===== config.mk =====
export PLATFORM = sky130hd
export DESIGN_NAME = if_fetch
export DESIGN_NICKNAME = d
export VERILOG_FILES = /design/src/rtl/if_fetch.sv
export SDC_FILE = /design/constraint.sdc
export NUM_CORES = 1
export LEC_CHECK = 0
export CORE_MARGIN = 5
export CORE_UTILIZATION = 30
export DETAILED_ROUTE_END_ITERATION = 8
export PLACE_DENSITY = 0.69
export REMOVE_ABC_BUFFERS = 1
export SLEW_MARGIN = 0
export SYNTH_ARGS = -nofsm -noshare
export SYNTH_HDL_FRONTEND = slang
export SYNTH_SLANG_ARGS = --single-unit

===== constraint.sdc =====
create_clock -name clk -period 2.69 [get_ports clk]
set_input_delay 0.269 -clock clk [delete_from_list [all_inputs] [get_ports clk]]
set_output_delay 0.269 -clock clk [all_outputs]
set_load 0.01 [all_outputs]

===== src/rtl/if_fetch.sv =====
// rtl/if_fetch.sv - ARMv4 instruction-fetch front end: PC, branch redirect, IRQ slot insertion
module if_fetch #(
    parameter logic [31:0] RESET_PC = 32'h0000_0000
) (
    input  logic        clk,
    input  logic        rst,
    input  logic        en,
    input  logic        i_branch_vld,
    input  logic [31:0] i_branch_addr,
    input  logic        i_irq_req,
    input  logic        i_irq_mask,
    output logic [31:0] o_inst_addr,
    output logic        o_inst_vld,
    output logic        o_irq_flag
);

    typedef enum logic {
        RUN      = 1'b0,
        IRQ_WAIT = 1'b1
    } state_t;

    localparam logic [31:0] RESET_PC_ALIGNED = {RESET_PC[31:2], 2'b00};

    state_t      state_q, state_d;
    logic [31:0] pc_q, pc_d;
    logic        irq_pend_q, irq_pend_d;
    logic [31:0] branch_target;
    logic        unused_branch_addr_bits;

    assign branch_target           = {i_branch_addr[31:2], 2'b00};
    assign unused_branch_addr_bits = ^i_branch_addr[1:0];

    always_ff @(posedge clk) begin
        if (rst) begin
            pc_q       <= RESET_PC_ALIGNED;
            irq_pend_q <= 1'b0;
            state_q    <= RUN;
        end else begin
            pc_q       <= pc_d;
            irq_pend_q <= irq_pend_d;
            state_q    <= state_d;
        end
    end

    // A branch always wins over a pending IRQ; the IRQ is re-evaluated at the target.
    always_comb begin
        pc_d       = pc_q;
        irq_pend_d = irq_pend_q;
        state_d    = state_q;
        if (en) begin
            irq_pend_d = i_irq_req & ~i_irq_mask;
            case (state_q)
                RUN: begin
                    if (i_branch_vld) begin
                        pc_d = branch_target;
                    end else if (irq_pend_q) begin
                        state_d = IRQ_WAIT;
                    end else begin
                        pc_d = pc_q + 32'd4;
                    end
                end
                IRQ_WAIT: begin
                    if (i_branch_vld) begin
                        pc_d    = branch_target;
                        state_d = RUN;
                    end
                end
                default: state_d = RUN;
            endcase
        end
    end

    // Slot qualifiers depend only on state and the branch input, never on en.
    always_comb begin
        o_inst_addr = pc_q;
        o_inst_vld  = (state_q == RUN) & ~i_branch_vld;
        o_irq_flag  = (state_q == RUN) & irq_pend_q & ~i_branch_vld;
    end

endmodule


==> results.toml <==
[outcome]
status = "finished clean"

[synthesis]
synthTopCellsByCount = "nor2_1 (37), dfxtp_1 (32), nand2_1 (24), a21oi_1 (19), clkbuf_1 (17)"
post_synth.cell_area_avg_sq_um = 7.46
seq_area_frac_synth_pct = 31.0
synth.distinct_cells = 52
ys_seq_elements = 32
synth_xor_area_share_pct = 0.847
synth_top_area_share_pct = 31.0
yosysWarnings = 0
synth_cells = 277
synth_adder_area_share_pct = 0.605
synth_area_sq_mm = 0.00207
synth-compound-area-share_pct = 28.0
synth-edff-count = 0
muxShareOfSynthArea_pct = 1.94
synth_top_family_by_area = "simple AND/OR/NAND/NOR gates"
yosys.area.top_type = "dfxtp_1"
synthSimpleGateAreaFrac_pct = 32.3
post-synth-top-count-cell = "nor2_1"
async_flop_share_pct = 0
synth-main-ff-cell = "dfxtp_1"
synth_area_leaders = "dfxtp_1 (31%), nor2_1 (6.7%), a21oi_1 (4.6%)"

[finish]
fill_cells = 688
fin_nets = 378
syn_to_final_growth_pct = 41.0
drive_gt1_share_pct = 7.37
diodes = 0
final_core_util_pct = 43.1

[worst_setup_path]
r2r_slack_ps = 440
startpoint_type = "register"
worstReg2RegStart = "o_inst_addr[2]$_SDFFE_PP0P_"
timing.rr.end = "o_inst_addr[30]$_SDFFE_PP0P_"
critPathMaxStageDelay_ps = 550
path_cells = "ha_1, nand3_1, or4_4, or4b_4, mux2i_1, o22ai_1"
worstPathMaxFanout = 7
criticalPathCategory = "register to register"
critPathCaptureType = "register"
crit_slowest_cell = "or4_4"
worstPathRequired_ps = 2860
worstPathArrival_ps = 2420
rr_worst_depth = 6

[power_and_ir_drop]
comb_power_share_pct = 23.6
sw_frac_of_total_pct = 29.0
pwr-share-seq_pct = 44.2
switchingPower_uw = 365
irDropWorstVdd_mv = 0.185
total_power_mw = 1.26
clockPowerShare_pct = 32.3
p_int_uw = 891
p_per_area_mw_per_mm2 = 431
leakage_nw = 0.995

[drt]
via_count = 2377
drt_pass1_iterations = 4
ant_nets = 0
drc_errors = 0
wl_um = 6990
routed_via_density = 5.67
wire_per_inst_um = 16.7
drt_iter0_drc = 295

[clock_network]
cts_root_buf = "clkbuf_8"
postCtsSetupRepairBufs = 0
clock_path_buffers = 2
cts_tree = "done"
clkTransAtPathRegs_ps = 70
postCtsResizedCells = 0
ctsHoldBuffers = 0
htreeDepth = 2
cts.sinks = 32
worstSkewPairLatency_ps = 290
numCtsBuffers = 5

[die]
core_sq_mm = 0.00676
rows = 30
fp.dieArea_sq_mm = 0.00865
initial_core_util_pct = 30.6
die_w_um = 93.0
dieHeight_um = 93.0
pin_count = 72

[sta]
setup_violations = 0
rsz0062_at_grt = "no"
clock_skew_ps = 6.68
max_freq_mhz = 444
setup_ws_ps = 438
slew_headroom_pct = 61.3
period_share_pct = 83.7
worst_slew_pin_slew_ps = 576
hold_viol = 0
slew_violations = 0
fin_crit_ps = 2250
finalSetupTns_ps = 0

[placement]
dpl_worst_slack_ps = 442
hpwlAfterDp_um = 5080
portBuffers = 67
finalWeightedCongestion = 0.858

[flow_run]
drv_cap = 0

[global_route]
grtUsageTotal_pct = 16.3
first_global_vias = 2218
grt_pass1_wl_um = 11300
antenna_found_initial = 0
overflow = 0
grt_max_degree = 36

[hold_path]
hp-start = "irq_pend_q$_SDFFE_PP0P_"
hold_end = "irq_pend_q$_SDFFE_PP0P_"
worstHoldPathCells = 2
min_path_type = "register to register"
==> kinds of logic after synthesis <==
kind of cell    count (synthesis)
other cells                     1
xor+xnor                        2
flops                          32
mux                             4
compound gates                 84
fa+ha+maj                       1
simple gates                  127
buf+inv                        26
==> state kept, by name, indices dropped and copies added, names as in the netlist <==
register and flops:
irq_pend_q 1, state_q 1, o_inst_addr 30
==> cell type report <==
type                            instances  area, sq um  area share, %
Clock buffer                            7         96.3           3.30
Inverter                                4         15.0          0.515
Multi-Input combinational cell        220         1330           45.5
Sequential cell                        32          641           22.0
Tap cell                               80          100           3.43
Timing Repair Buffer                   76          738           25.3
==> worst max-delay path by stage <==
stage | slack, ps | endpoint | cells past startpoint | from
2_1_floorplan | 550 | o_inst_addr[30]$_SDFFE_PP0P_ | 6 | o_inst_addr[2]$_SDFFE_PP0P_
3_3_place_gp | 460 | o_inst_addr[30]$_SDFFE_PP0P_ | 6 | o_inst_addr[2]$_SDFFE_PP0P_
3_5_place_dp | 440 | o_inst_addr[30]$_SDFFE_PP0P_ | 6 | o_inst_addr[2]$_SDFFE_PP0P_
4_1_cts | 440 | o_inst_addr[30]$_SDFFE_PP0P_ | 6 | o_inst_addr[2]$_SDFFE_PP0P_
5_1_grt | 290 | o_inst_addr[30]$_SDFFE_PP0P_ | 6 | o_inst_addr[2]$_SDFFE_PP0P_
6_report | 440 | o_inst_addr[30]$_SDFFE_PP0P_ | 6 | o_inst_addr[2]$_SDFFE_PP0P_
==> power groups by stage <==
stage	Clock (mW)	Combinational, mW	Sequential [mW]
after CTS	0.414	0.297	0.554
after detailed placement	0	0.295	0.564
after global placement	0	0.292	0.563
final	0.405	0.296	0.555
after floorplan	0	0.114	0.567
after global routing	0.440	0.322	0.562
==> layer usage <==
metal	global-route usage (%)	wire length [um]	share of wire, %	vias up
met5	0	0	0	-
met4	4.76	114	1.6	0
met3	4.02	413	5.9	10
met2	26.0	3330	48	67
met1	21.7	3130	45	1113
li1	-	-	-	1187
==> per-stage QoR <==
stage	hold slack (ps)	instances	cell area (sq um)
6_report	511	419	2920
5_1_grt	546	419	2920
4_1_cts	513	419	2920
3_5_place_dp	500	412	2820
3_3_place_gp	498	412	2820
2_1_floorplan	338	256	1980
==> cell usage in the layout, fill, tap and decap left out, drive strengths merged, types with 3 or more instances in the layout <==
master,instances
nor2,37
inv,4
a311oi,3
o21ai,9
mux2i,4
o22ai,8
a211oi,6
clkbuf,7
and3,4
a31oi,4
and4,5
a22o,4
nand2,24
a32oi,10
nor4,4
buf,9
a21oi,19
nor3,9
or3,3
a22oi,3
nand3,14
dfxtp,32
nand2b,4
nand3b,3
o31ai,5
nand4,14
clkdlybuf4s50,67
==> critical path: cells and delay by family (launching register included) <==
kind	cells	cell delay, ps
and+or+nand+nor	3	1220
DFF	1	430
adders and majority gates	1	240
muxes	1	160
AOI/OAI and AO/OA	1	90
Note: power is estimated with default switching activity, not from simulation.
